### src/rtl/tanh_fixed_to_fp32.sv
// tanh output stage: fixed-point magnitude + sign -> IEEE-754 fp32 (RNE, clamp at 1.0).
// Latency 3 cycles, one result per clock; no backpressure, stages load only on their valid bit.
module tanh_fixed_to_fp32 #(
  parameter int FRAC_BITS = 30
) (
  input  logic        clock,
  input  logic        resetn,
  input  logic        in_valid,
  input  logic        in_sign,
  input  logic [31:0] in_mag,
  output logic        out_valid,
  output logic [31:0] out_fp,
  output logic        out_sat
);

  localparam logic [31:0] ONE_FIX  = 32'd1 << FRAC_BITS;
  localparam logic [7:0]  EXP_BASE = 8'(158 - FRAC_BITS);

  logic        s1_vld_q, s1_vld_d, s1_sign_q, s1_sign_d;
  logic        s1_sat_q, s1_sat_d, s1_zero_q, s1_zero_d;
  logic [31:0] s1_mag_q, s1_mag_d;
  logic [5:0]  s1_lzc_q, s1_lzc_d, lzc;

  logic        s2_vld_q, s2_vld_d, s2_sign_q, s2_sign_d;
  logic        s2_sat_q, s2_sat_d, s2_zero_q, s2_zero_d;
  logic [30:0] s2_norm_q, s2_norm_d;
  logic [7:0]  s2_exp_q, s2_exp_d;

  logic        out_valid_q, out_valid_d, out_sat_q, out_sat_d;
  logic [31:0] out_fp_q, out_fp_d;

  logic        round_up;
  logic [23:0] mant_rnd;
  logic [7:0]  exp_rnd;

  // Highest set bit wins; an all-zero magnitude reports 32.
  always_comb begin
    lzc = 6'd32;
    for (int i = 0; i < 32; i++) begin
      if (in_mag[i]) lzc = 6'(31 - i);
    end
  end

  always_comb begin
    s1_vld_d  = in_valid;
    s1_sign_d = s1_sign_q;
    s1_mag_d  = s1_mag_q;
    s1_sat_d  = s1_sat_q;
    s1_zero_d = s1_zero_q;
    s1_lzc_d  = s1_lzc_q;
    if (in_valid) begin
      s1_sign_d = in_sign;
      s1_mag_d  = in_mag;
      s1_sat_d  = (in_mag >= ONE_FIX);
      s1_zero_d = (in_mag == 32'd0);
      s1_lzc_d  = lzc;
    end
  end

  // Bit 31 of the normalised value is the implicit one and is not stored.
  // Exponent fits 8 bits for every legal FRAC_BITS (96..127 after rounding).
  always_comb begin
    s2_vld_d  = s1_vld_q;
    s2_sign_d = s2_sign_q;
    s2_sat_d  = s2_sat_q;
    s2_zero_d = s2_zero_q;
    s2_norm_d = s2_norm_q;
    s2_exp_d  = s2_exp_q;
    if (s1_vld_q) begin
      s2_sign_d = s1_sign_q;
      s2_sat_d  = s1_sat_q;
      s2_zero_d = s1_zero_q;
      s2_norm_d = 31'(s1_mag_q << s1_lzc_q);
      s2_exp_d  = EXP_BASE - {2'b00, s1_lzc_q};
    end
  end

  // Carry out of the mantissa leaves the low 23 bits zero and bumps the exponent.
  always_comb begin
    round_up    = s2_norm_q[7] & ((|s2_norm_q[6:0]) | s2_norm_q[8]);
    mant_rnd    = {1'b0, s2_norm_q[30:8]} + {23'd0, round_up};
    exp_rnd     = s2_exp_q + {7'd0, mant_rnd[23]};
    out_valid_d = s2_vld_q;
    out_fp_d    = out_fp_q;
    out_sat_d   = out_sat_q;
    if (s2_vld_q) begin
      out_sat_d = s2_sat_q;
      if (s2_sat_q) begin
        out_fp_d = {s2_sign_q, 31'h3F80_0000};
      end else if (s2_zero_q) begin
        out_fp_d = {s2_sign_q, 31'h0};
      end else begin
        out_fp_d = {s2_sign_q, exp_rnd, mant_rnd[22:0]};
      end
    end
  end

  always_ff @(posedge clock or negedge resetn) begin
    if (!resetn) begin
      s1_vld_q    <= 1'b0;
      s1_sign_q   <= 1'b0;
      s1_mag_q    <= 32'd0;
      s1_sat_q    <= 1'b0;
      s1_zero_q   <= 1'b0;
      s1_lzc_q    <= 6'd0;
      s2_vld_q    <= 1'b0;
      s2_sign_q   <= 1'b0;
      s2_sat_q    <= 1'b0;
      s2_zero_q   <= 1'b0;
      s2_norm_q   <= 31'd0;
      s2_exp_q    <= 8'd0;
      out_valid_q <= 1'b0;
      out_fp_q    <= 32'd0;
      out_sat_q   <= 1'b0;
    end else begin
      s1_vld_q    <= s1_vld_d;
      s1_sign_q   <= s1_sign_d;
      s1_mag_q    <= s1_mag_d;
      s1_sat_q    <= s1_sat_d;
      s1_zero_q   <= s1_zero_d;
      s1_lzc_q    <= s1_lzc_d;
      s2_vld_q    <= s2_vld_d;
      s2_sign_q   <= s2_sign_d;
      s2_sat_q    <= s2_sat_d;
      s2_zero_q   <= s2_zero_d;
      s2_norm_q   <= s2_norm_d;
      s2_exp_q    <= s2_exp_d;
      out_valid_q <= out_valid_d;
      out_fp_q    <= out_fp_d;
      out_sat_q   <= out_sat_d;
    end
  end

  assign out_valid = out_valid_q;
  assign out_fp    = out_fp_q;
  assign out_sat   = out_sat_q;

endmodule

### config.mk
export PLATFORM = sky130hd
export DESIGN_NAME = tanh_fixed_to_fp32
export DESIGN_NICKNAME = d
export VERILOG_FILES = /design/src/rtl/tanh_fixed_to_fp32.sv
export SDC_FILE = /design/constraint.sdc
export NUM_CORES = 1
export LEC_CHECK = 0
export ABC_CLOCK_PERIOD_IN_PS = 4300
export CAP_MARGIN = 20
export CORE_ASPECT_RATIO = 1.4
export CORE_MARGIN = 3
export CORE_UTILIZATION = 30
export DETAILED_ROUTE_END_ITERATION = 12
export DONT_BUFFER_PORTS = 1
export HOLD_SLACK_MARGIN = 0.05
export PLACE_DENSITY = 0.45
export REMOVE_ABC_BUFFERS = 1
export SKIP_CTS_REPAIR_TIMING = 1
export SKIP_LAST_GASP = 1
export SYNTH_ARGS = -nofsm -noshare
export SYNTH_HDL_FRONTEND = slang
export SYNTH_SLANG_ARGS = --single-unit
### constraint.sdc
create_clock -name clock -period 4.3 [get_ports clock]
set_clock_uncertainty 0.05 [all_clocks]
set_input_delay 0.645 -clock clock [delete_from_list [all_inputs] [get_ports clock]]
set_output_delay 0.645 -clock clock [all_outputs]
set_load 0.02 [all_outputs]
==> results of run 1 <==
==> cell usage after synthesis (5+ instances only) <==
| cell type | n | area [um^2] |
|---|---|---|
| o22ai_1 | 33 | 206 |
| a31oi_1 | 7 | 43.8 |
| mux2_1 | 6 | 67.6 |
| mux4_2 | 12 | 270 |
| dfrtp_1 | 118 | 2950 |
| clkbuf_1 | 22 | 82.6 |
| mux2i_1 | 29 | 290 |
| nor2_1 | 43 | 161 |
| mux2_2 | 54 | 608 |
| o221ai_1 | 7 | 61.3 |
| inv_1 | 46 | 173 |
| o21ai_0 | 16 | 80.1 |
| buf_2 | 6 | 30.0 |
| xor2_1 | 9 | 78.8 |
| nor4_1 | 8 | 50.1 |
| nand3_1 | 23 | 115 |
| nor3_1 | 9 | 45.0 |
| buf_1 | 5 | 18.8 |
| nand2_1 | 59 | 221 |
| xnor2_1 | 22 | 193 |
| or3_1 | 7 | 43.8 |
| o2bb2ai_1 | 11 | 96.3 |
| and3_1 | 7 | 43.8 |
| a21oi_1 | 32 | 160 |
==> per-layer routing <==
metal	vias up	routed length, um
met1	2592	8520
met5	-	0
met3	25	597
met2	93	11300
li1	2465	-
met4	0	717
==> final cells by class <==
class                   instances  area [um^2]  share of cell area (%)
clock buffers                  17          425                    5.48
inverters                      49          184                    2.37
well taps                     297          372                    4.79
clock inverters                15          201                    2.60
multi-input cells             476         3540                    45.7
flip-flops and latches        118         2950                    38.1
repair buffers                  8         80.1                    1.03
==> placed cells by master, fill, tap and decap left out, drive strengths merged, types with 6 or more instances in the layout <==
| cell | instances |
|---|---|
| a21oi | 33 |
| a31oi | 7 |
| and3 | 7 |
| buf | 8 |
| clkbuf | 17 |
| clkinv | 6 |
| dfrtp | 118 |
| inv | 51 |
| mux2 | 61 |
| mux2i | 30 |
| mux4 | 13 |
| nand2 | 59 |
| nand3 | 23 |
| nor2 | 43 |
| nor3 | 10 |
| nor4 | 9 |
| o21ai | 20 |
| o221ai | 7 |
| o22ai | 34 |
| o2bb2ai | 11 |
| or3 | 7 |
| xnor2 | 22 |
| xor2 | 9 |
==> registers in the layout, indices dropped and copies added, names as in the netlist, 6 cells and up <==
| signal | cells |
|---|---|
| s1_mag_q | 31 |
| s1_lzc_q | 6 |
| s2_exp_q | 8 |
| s2_norm_q | 31 |
| out_fp | 32 |
==> final timing paths <==
| kind | start | end | cells past startpoint |
|---|---|---|---|
| hold / removal | resetn | s1_mag_q[30]$_DFFE_PN0P_ | 1 |
| hold reg to reg | s2_norm_q[3]$_DFFE_PN0P_ | s2_norm_q[3]$_DFFE_PN0P_ | 1 |
| setup reg to reg | s1_lzc_q[1]$_DFFE_PN0P_ | s2_norm_q[23]$_DFFE_PN0P_ | 5 |
| setup / recovery | s1_lzc_q[1]$_DFFE_PN0P_ | s2_norm_q[23]$_DFFE_PN0P_ | 5 |
| min in group clock | in_valid | s1_vld_q$_DFF_PN0_ | 0 |
| max in group asynchronous | resetn | s1_mag_q[17]$_DFFE_PN0P_ | 1 |
==> kinds of logic after synthesis <==
group	share of synthesized area, %
XOR/XNOR	3.95
AND/OR/NAND/NOR	13.1
adder cells (fa/ha/maj)	0.727
flip-flops	42.9
buffers and inverters	5.58
AO/OA/AOI/OAI	14.9
multiplexers	18.8
==> metrics by stage <==
stage | cells | hold slack [ns]
final | 980 | 0.0926
after global routing | 980 | 0.164
after CTS | 979 | -0.159
after detailed placement | 947 | 0.304
after global placement | 947 | 0.304
after floorplan | 643 | 0.299
==> power breakdown <==
| part | switching (W) | total [W] | internal, W | leakage [nW] |
|---|---|---|---|---|
| combinational | 0.000365 | 0.000679 | 0.000315 | 1.35 |
| clock | 0.000553 | 0.00153 | 0.000972 | 0.300 |
| sequential | 0.000222 | 0.00148 | 0.00126 | 1.44 |
| total | 0.00114 | 0.00369 | 0.00255 | 3.08 |
==> worst max-delay path, cell delays in order, from the launching register on <==
cell	delay (ns)
dfrtp_1	0.94
mux2_2	0.44
mux2i_1	0.62
nor2_1	0.08
a31oi_1	0.52
o221ai_1	0.19
==> results.md, run 1 <==
- Status: completed
- Final worst slack: 1.30 ns
- Met3 Use GR: 3.83%
- Clock Path Buffers: 2
- CP endpoint kind: flop
- Fin area: 7760 um^2
- Initial Util: 31.0%
- Slew margin rel.: 39.5%
- Pin count of the biggest net entering global routing: about 120
- Met1 GRT Util: 20.0%
- Initial antenna violation count: 0
- Most common flop cell mapped by yosys: dfrtp_1
- DR pass1 iterations: 4
- Detail Route Antenna Nets: 0
- Die Ht: roughly 190 um
- Vias per cell: about 5.3
- Fraction of layout cells with a size suffix above 1: approximately 17%
- Setup_tns: 0 ns
- Arrival time at the worst endpoint: 3.21 ns
- Synth warnings: 0
- Number of max-cap violations: 0
- Final Hold Fails: 0
- DRT iter0 DRCs: about 260
- Gpl congestion: 0.859
- Final wirelength: ~21,000 um
- CTS tree: built
- Critical path fanouts, max: 23
- RSZ-0062 raised after global routing: no
- Io pins: 70
- Fill cells: 2,326
- Area grow syn2layout: 12.8%
- Tmin final: 3.00 ns
- Final setup viols: 0
- FF-to-FF setup slack: 1.30 ns
- Netlist cell types: 74
- Total GRT Usage: 17.7%
- Vias in the first global route: 5,578
- GRT overflow: 0
- Area after DPL: 7100 um^2
- Startpoint types: flop
- Synth async-reset ratio: 100%
- Vias after detailed routing: 5,175
- Row count: 64
- Final total power: 0.00369 W
- Yosys reg bits: ~120
- Max Slew Vio Count: 0
- Detailed-route DRC error count: 0
- Fin util: 35.0%
- Setup CP Type: reg -> reg
- Worst-margin pin slew: approximately 0.91 ns
- DR WL/cell: 21.6 um
- Cell Pwr Density: 475 nW/um^2
- Clock Latency Late Sink: 0.43 ns
- Fin crit share: 69.7%
- VDD IR max: 0.294 mV
- Leakage: 3.08 nW
- Die W: 134 um
- CTS root buf: clkbuf_16
- # H-tree levels: 4
- # diodes: 0
- Clock sink count: 118
- Port Buf Inserts: 0
- Core footprint: 22,200 um^2
- Mapped Area: 6880 um^2
- Post-synthesis sequential area ratio: 42.9%
- First-pass GRT wire length: 33,400 um
- Syn avg cell area: 10.1 um^2
- Number of flops mapped to enable cells by yosys: 0
- Met2 usage: 31.6%
- TritonCTS Buffers: 17
- FMAX: 0.334 GHz
- CP required: 4.52 ns
- Busiest grt layer: met2
- Die Footprint: 24,800 um^2
- Worst min-delay path class: in -> async
- Final layout net count: about 700
- DPL Wire Length: about 16,000 um
- Mapped Cells: 682
- Register clock-pin slew on the reported worst setup and hold paths: ~0.060 ns
- Dpl ws: approximately 1.3 ns
No activity file was read; power rests on OpenSTA's default activity.
==> inputs of run 2 (changes only) <==
--- a/config.mk
+++ b/config.mk
@@ -5,7 +5,7 @@
 export SDC_FILE = /design/constraint.sdc
 export NUM_CORES = 1
 export LEC_CHECK = 0
-export ABC_CLOCK_PERIOD_IN_PS = 4300
+export ABC_CLOCK_PERIOD_IN_PS = 2500
 export CAP_MARGIN = 20
 export CORE_ASPECT_RATIO = 1.4
 export CORE_MARGIN = 3
@@ -13,7 +13,7 @@
 export DETAILED_ROUTE_END_ITERATION = 12
 export DONT_BUFFER_PORTS = 1
 export HOLD_SLACK_MARGIN = 0.05
-export PLACE_DENSITY = 0.45
+export PLACE_DENSITY = 0.46
 export REMOVE_ABC_BUFFERS = 1
 export SKIP_CTS_REPAIR_TIMING = 1
 export SKIP_LAST_GASP = 1
==> constraint.sdc (replaced) <==
create_clock -name clock -period 2.5 [get_ports clock]
set_clock_uncertainty 0.05 [all_clocks]
set_input_delay 0.375 -clock clock [delete_from_list [all_inputs] [get_ports clock]]
set_output_delay 0.375 -clock clock [all_outputs]
set_load 0.02 [all_outputs]
==> results.md, run 2 (synthesis results as in run 1) <==
- CTS tree: built
- CP required: 2.73 ns
- Critical path fanouts, max: 5
- DRT iter0 DRCs: 252
- Status: finished with violations
- DR WL/cell: 20.8 um
- Fraction of layout cells with a size suffix above 1: between 10% and 20%
- Final layout net count: 765
- Commonest non-fill, non-tap cell in the layout: dfrtp_1
- Clock sink count: 118
- Vias in the first global route: about 5.6k
- DPL Wire Length: between 15,000 and 20,000 um
- Most frequent cells in the layout: dfrtp_1 (118), nand2_1 (59), mux2_2 (54), inv_1 (46), nor2_1 (43)
- CTS root buf: clkbuf_16
- DR pass1 iterations: 4
- Row count: between 60 and 70
- # diodes: 0
- CP endpoint kind: flop
- Vias per cell: approximately 5.2
- Number of max-cap violations: 0
- Final Hold Fails: 118
- Worst min-delay path class: in -> async
- Tmin final: ~2.3 ns
- TritonCTS Buffers: 17
- First-pass GRT wire length: 33,300 um
- Worst-margin pin slew: roughly 0.84 ns
- Die Ht: 185 um
- Fill cells: about 2.3k
- Register clock-pin slew on the reported worst setup and hold paths: 0.06 ns
- Leakage: roughly 3.3 nW
- Dpl ws: 0.231 ns
- Max Slew Vio Count: 0
- Fin crit share: just over 90%
- Final worst slack: 0.211 ns
- GRT overflow: 0
- Startpoint types: flop
- Pin count of the biggest net entering global routing: 119
- Final wirelength: 21,500 um
- Io pins: 70
- Core footprint: 22,200 um^2
- R2R cell count: 9
- Setup CP Type: reg -> reg
- Die W: 134 um
- Vias after detailed routing: 5,402
- FMAX: 0.437 GHz
- Detail Route Antenna Nets: 0
- VDD IR max: 0.475 mV
- # H-tree levels: 4
- Initial antenna violation count: 0
- Cell Pwr Density: about 750 nW/um^2
- Clock Path Buffers: 2
- Initial Util: 31.0%
- Area grow syn2layout: 19.3%
- Arrival time at the worst endpoint: 2.52 ns
- Clock Latency Late Sink: 0.42 ns
- Detailed-route DRC error count: 0
- Final setup viols: 0
- Port Buf Inserts: 0
- Gpl congestion: 0.891
- Fin Hold WS: -0.397 ns
- Total GRT Usage: about 18%
- Slew margin rel.: between 40 and 50%
- Largest register FFs: 32
- Failing checks: negative hold slack
- Die Footprint: 24,800 um^2
run 2: cell count changes in the layout (fill, tap and decap cells not counted), moves of 2 or more:
cell	before	now
clkbuf_1	0	2
bufinv_16	4	2
buf_4	7	30
inv_6	3	0
dlygate4sd3_1	0	30
clkbuf_8	0	2
buf_12	0	3
run 2: cell type report:
type / count / area, um^2 / area share, %
clock buffers: 21 / 460 / 5.61
clock inverters: 9 / 104 / 1.26
inverters: 49 / 184 / 2.24
multi-input cells: 476 / 3550 / 43.3
flip-flops and latches: 118 / 2950 / 36.0
well taps: 297 / 372 / 4.53
repair buffers: 63 / 586 / 7.13
run 2: final timing paths:
kind                                      startpoint                   endpoint  slack (ns)
setup / recovery           s2_norm_q[24]$_DFFE_PN0P_     out_fp[29]$_DFFE_PN0P_        0.21
hold / removal                                resetn   s1_mag_q[27]$_DFFE_PN0P_       -0.40
setup reg to reg           s2_norm_q[24]$_DFFE_PN0P_     out_fp[29]$_DFFE_PN0P_        0.21
hold reg to reg                s1_zero_q$_DFFE_PN0P_      s2_zero_q$_DFFE_PN0P_        0.43
max in group asynchronous                     resetn  s2_norm_q[16]$_DFFE_PN0P_        2.61
min in group clock                        in_mag[17]   s1_mag_q[17]$_DFFE_PN0P_        0.05
run 2: power breakdown:
part | internal [W] | switching, W
clock | 0.00150 | 0.000880
combinational | 0.000618 | 0.000659
sequential | 0.00217 | 0.000340
total | 0.00429 | 0.00188
run 2: critical path, cell delays in order, from the launching register on:
cell     delay [ns]
dfrtp_1        0.43
and4_1         0.27
and4_1         0.23
and4_1         0.25
ha_1           0.19
ha_1           0.22
nand3_1        0.11
xnor2_1        0.14
a21oi_1        0.17
a21oi_1        0.09
run 2: metrics by stage:
step                std cells  instance area, um^2  setup TNS, ns  util [%]  total power, W
global route             1033                 8210        -0.0118      37.0         0.00647
finish                   1033                 8210              0      37.0         0.00617
detailed placement        973                 7340              0      33.1         0.00379
CTS                      1003                 7900              0      35.6         0.00620
global placement          973                 7340              0      33.1         0.00377
floorplan                 643                 6680         -0.644         -         0.00332
run 2: layer usage:
metal / part of all wire [%] / GRT usage, % / vias up
li1: - / - / 2571
met1: 40 / 20.2 / 2722
met2: 54 / 32.3 / 87
met3: 2.8 / 3.56 / 22
met4: 2.5 / 6.30 / 0
met5: 0 / 0 / -
==> inputs of run 3 (changes only) <==
--- a/config.mk
+++ b/config.mk
@@ -5,7 +5,7 @@
 export SDC_FILE = /design/constraint.sdc
 export NUM_CORES = 1
 export LEC_CHECK = 0
-export ABC_CLOCK_PERIOD_IN_PS = 2500
+export ABC_CLOCK_PERIOD_IN_PS = 2300
 export CAP_MARGIN = 20
 export CORE_ASPECT_RATIO = 1.4
 export CORE_MARGIN = 3
@@ -13,7 +13,8 @@
 export DETAILED_ROUTE_END_ITERATION = 12
 export DONT_BUFFER_PORTS = 1
 export HOLD_SLACK_MARGIN = 0.05
-export PLACE_DENSITY = 0.46
+export MAX_ROUTING_LAYER = met4
+export PLACE_DENSITY = 0.45
 export REMOVE_ABC_BUFFERS = 1
 export SKIP_CTS_REPAIR_TIMING = 1
 export SKIP_LAST_GASP = 1
==> constraint.sdc (replaced) <==
create_clock -name clock -period 2.3 [get_ports clock]
set_clock_uncertainty 0.05 [all_clocks]
set_input_delay 0.345 -clock clock [delete_from_list [all_inputs] [get_ports clock]]
set_output_delay 0.345 -clock clock [all_outputs]
set_load 0.02 [all_outputs]
==> results.md, run 3 (synthesis results as in run 1) <==
- VDD IR max: roughly 0.53 mV
- Vias after detailed routing: 5,578
- Final layout net count: around 810
- Detailed-route DRC error count: 0
- Final setup viols: 0
- Worst-margin pin slew: 0.465 ns
- Initial antenna violation count: 0
- Number of max-cap violations: 0
- Met1 Wirelength: 9160 um
- # H-tree levels: 4
- Fin cells: between 1k and 1.5k
- Fin util: 38.9%
- Total GRT Usage: 19.1%
- FMAX: 0.447 GHz
- Largest register FFs: 32
- Final wirelength: 22,800 um
- First-pass GRT wire length: around 35,000 um
- Fin Hold WS: -0.435 ns
- Initial Util: 31.0%
- Commonest non-fill, non-tap cell in the layout: dfrtp_1
- Detail Route Antenna Nets: 0
- Critical path fanouts, max: 21
- Slew margin rel.: between 60% and 70%
- Port Buf Inserts: 0
- CP required: 2.57 ns
- # diodes: 0
- CTS tree: built
- Setup CP Type: reg -> reg
- Fraction of layout cells with a size suffix above 1: 23.9%
- Die Footprint: ~25,000 um^2
- TritonCTS Buffers: 17
- Slowest CP cell: dfrtp_1
- Leakage: 3.55 nW
- CP peak stage delay: 0.45 ns
- Metal2 WL: 12,500 um
- Fin crit share: 97.2%
- Worst-path cell chain: buf_12 > mux2_2 > nand2_1 > mux2i_1 > a32oi_2 > buf_4 > a21oi_1
- Row count: 64
- CP bufs+invs: 2
- Gpl congestion: 0.919
- Tmin final: between 2 and 2.5 ns
- Vias per cell: 5.17
- Arrival time at the worst endpoint: 2.50 ns
- Die Ht: 185 um
- DR WL/cell: 21.2 um
- Most frequent cells in the layout: dfrtp_1 (118), buf_4 (69), nand2_1 (59), mux2_2 (54), inv_1 (46)
- DR WL met3: 642 um
- CP endpoint kind: flop
- DRT iter0 DRCs: about 270
- GRT overflow: 0
- Fill cells: 2,245
- Worst min-delay path class: in -> async
- Setup_tns: 0 ns
- CTS root buf: clkbuf_16
- Placed cells: around 1.0k
- Final Hold Fails: 118
- Area grow syn2layout: 25.4%
- DPL Wire Length: approximately 17,000 um
- Uppermost routed layer: met4
- Io pins: 70
- Pin count of the biggest net entering global routing: 119
- Clock Latency Late Sink: between 0.4 and 0.5 ns
- Max Slew Vio Count: 0
- Status: finished with violations
- Register clock-pin slew on the reported worst setup and hold paths: roughly 0.060 ns
- Clock sink count: 118
- Core footprint: around 22,000 um^2
- DR pass1 iterations: 4
- Die W: 134 um
- Startpoint types: flop
- Cell Pwr Density: a little over 800 nW/um^2
- Vias in the first global route: 5,816
- Clock Path Buffers: 2
- Cell family with most CP delay: multiplexers
- Failing checks: negative hold slack
==> run 3: cell types whose count changed in the layout (fill, tap and decap cells not counted), moves of 2 or more <==
cell           delta
dlygate4sd3_1     +3
and4_4            +2
clkbuf_1          -2
buf_4            +39
and4_1            -2
bufinv_16         +2
==> run 3: path summary, 6_finish.rpt <==
check,cells past startpoint,slack (ns),endpoint,from
max,7,0.06,s2_norm_q[21]$_DFFE_PN0P_,s1_lzc_q[0]$_DFFE_PN0P_
min,0,-0.43,s1_mag_q[30]$_DFFE_PN0P_,resetn
max reg2reg,7,0.06,s2_norm_q[21]$_DFFE_PN0P_,s1_lzc_q[0]$_DFFE_PN0P_
min reg2reg,2,0.43,s2_zero_q$_DFFE_PN0P_,s1_zero_q$_DFFE_PN0P_
max in group asynchronous,0,2.48,out_fp[18]$_DFFE_PN0P_,resetn
min in group clock,3,0.06,s1_lzc_q[0]$_DFFE_PN0P_,in_mag[23]
==> run 3: report_power, final <==
group | leakage, nW | total (W) | internal, W | switching (W)
logic | 1.81 | 0.00161 | 0.000801 | 0.000810
clock network | 0.309 | 0.00286 | 0.00186 | 0.00100
registers | 1.44 | 0.00270 | 0.00236 | 0.000341
==> run 3: routing by layer <==
layer	track usage (%)	vias to the layer above
met4	6.05	0
met5	-	-
li1	-	2671
met3	3.59	30
met1	21.2	2787
met2	34.6	90
==> run 3: metrics by stage <==
step           instance area [um^2]  hold slack (ns)  setup slack [ns]  power [W]
3_5_place_dp                   7610          0.00605           -0.0854    0.00428
6_report                       8630           -0.435            0.0649    0.00718
2_1_floorplan                  6680        -0.000591            -0.514    0.00361
3_3_place_gp                   7610          0.00580            -0.101    0.00427
4_1_cts                        8250           -0.459            -0.102    0.00719
5_1_grt                        8630           -0.459           -0.0127    0.00754
==> run 3: cell type report <==
| class | count | area, um^2 | share of cell area [%] |
|---|---|---|---|
| well taps | 297 | 372 | 4.31 |
| clock buffers | 19 | 453 | 5.25 |
| clock inverters | 13 | 178 | 2.06 |
| repair buffers | 106 | 928 | 10.8 |
| multi-input cells | 476 | 3560 | 41.3 |
| inverters | 49 | 184 | 2.13 |
| flip-flops and latches | 118 | 2950 | 34.2 |
==> patch: new RTL, settings of run 2 <==
Reset style: synchronous (`resetn`), changed in one clocked block.
--- a/src/rtl/tanh_fixed_to_fp32.sv
+++ b/src/rtl/tanh_fixed_to_fp32.sv
@@ -97,3 +97,3 @@
 
-  always_ff @(posedge clock or negedge resetn) begin
+  always_ff @(posedge clock) begin
     if (!resetn) begin
Function: differs if resetn is asserted again (counterexample within 4 cycles, from zero or initial values and one cycle with resetn low); with resetn held inactive, the same outputs for 10 cycles.
==> patch against run 2 <==
- worst setup slack lost 0.055 ns
- cell area decreased by 8.4%
- critical path type unchanged
- cell count down 0.58%
- sequential cell count unchanged
- synthesized area decreased by 5.8%
- synthesized cell count rose by 9.1%
- wire length fell by 12%
- die area fell by 5.6%
- largest cell class unchanged
- non-clock buffer count down 26
Power is not compared: it rests on default switching activity, and its combinational part moved more than twofold at a synthesized area within 25%.
==> patch: results <==
set metrics [dict create \
    yosys.area_share.adder 0.00772 \
    hpwl_um 14700 \
    wl_per_cell_um 18.5 \
    dpl_cell_area_sq_um 6850 \
    r2r_cells 11 \
    via_count 5348 \
    crit_arrival_ns 2.60 \
    grt_pass1_vias 5425 \
    dpl_worst_slack_ns 0.118 \
    crit_fanout 4 \
    synth_area_per_cell_sq_um 8.71 \
    synth-seq-area-share 0.364 \
    tightest_slew_ns 0.997 \
    gp_congestion 0.882 \
    reg2reg_slack_ns 0.16 \
    cp-startpoint "s2_norm_q[19]" \
    holdCritPathClass "in -> reg" \
    crit_end "out_fp[29]" \
    hold-worst-slack_ns 0.0639 \
    drt-pass1-iter-count 4 \
    ys_top_cells_by_area "dfxtp_1 36%, mux2i_1 12%, nor2b_1 5.1%" \
    yosys-top-cells-count "118 x dfxtp_1, 77 x mux2i_1, 65 x nor2_1" \
    drtIter0Drc 193 \
    placed_cells 993 \
    drive_above_1_share 0.141 \
    fin_cells 1027 \
    grt_usage 0.164 \
    final_net_count 794 \
    clk_latency_ns 0.41 \
    fmax_mhz 426 \
    synth-xor-area-share 0.0419 \
    cts.path.max_buffers 2 \
    ys_async_sr_fraction 0 \
    grt_pass1_wl_um 30100 \
    synth_compound_area_frac 0.137 \
    outcome "finished, final reports clean" \
    slowest_delay_ns 0.39 \
    synthFlopType "dfxtp_1" \
    grt_max_degree 92 \
    ys_types 58 \
]
==> patch: cell count changes after synthesis, sizes merged, moves of 17 or more <==
cell | run 2 | this run
inv | 48 | 29
nor2b | 2 | 53
nor2 | 43 | 65
and2 | 3 | 21
o22ai | 34 | 15
mux2 | 61 | 20
mux2i | 30 | 77
o21ai | 20 | 37
dfxtp | 0 | 118
dfrtp | 118 | 0
==> patch: routing by layer <==
layer	GRT usage	wire [um]
met5	0	0
met3	0.0416	843
met1	0.189	7650
met2	0.282	9870
met4	0.0736	643
==> patch: area by class of cell <==
type / count / area [sq um]
clock inverters: 12 / 175
flip-flops and latches: 118 / 2360
fillers: 2215 / 13700
inverters: 30 / 113
well taps: 260 / 325
repair buffers: 37 / 287
clock buffers: 20 / 467
multi-input cells: 550 / 3790
==> patch: power by group through the flow <==
stage	clock network [mW]	logic [mW]	registers, mW
floorplan	0	0.320	2.06
global placement	0	0.478	2.06
detailed placement	0	0.482	2.06
CTS	2.69	0.486	2.02
global route	2.77	0.536	2.03
finish	2.63	0.487	2.02
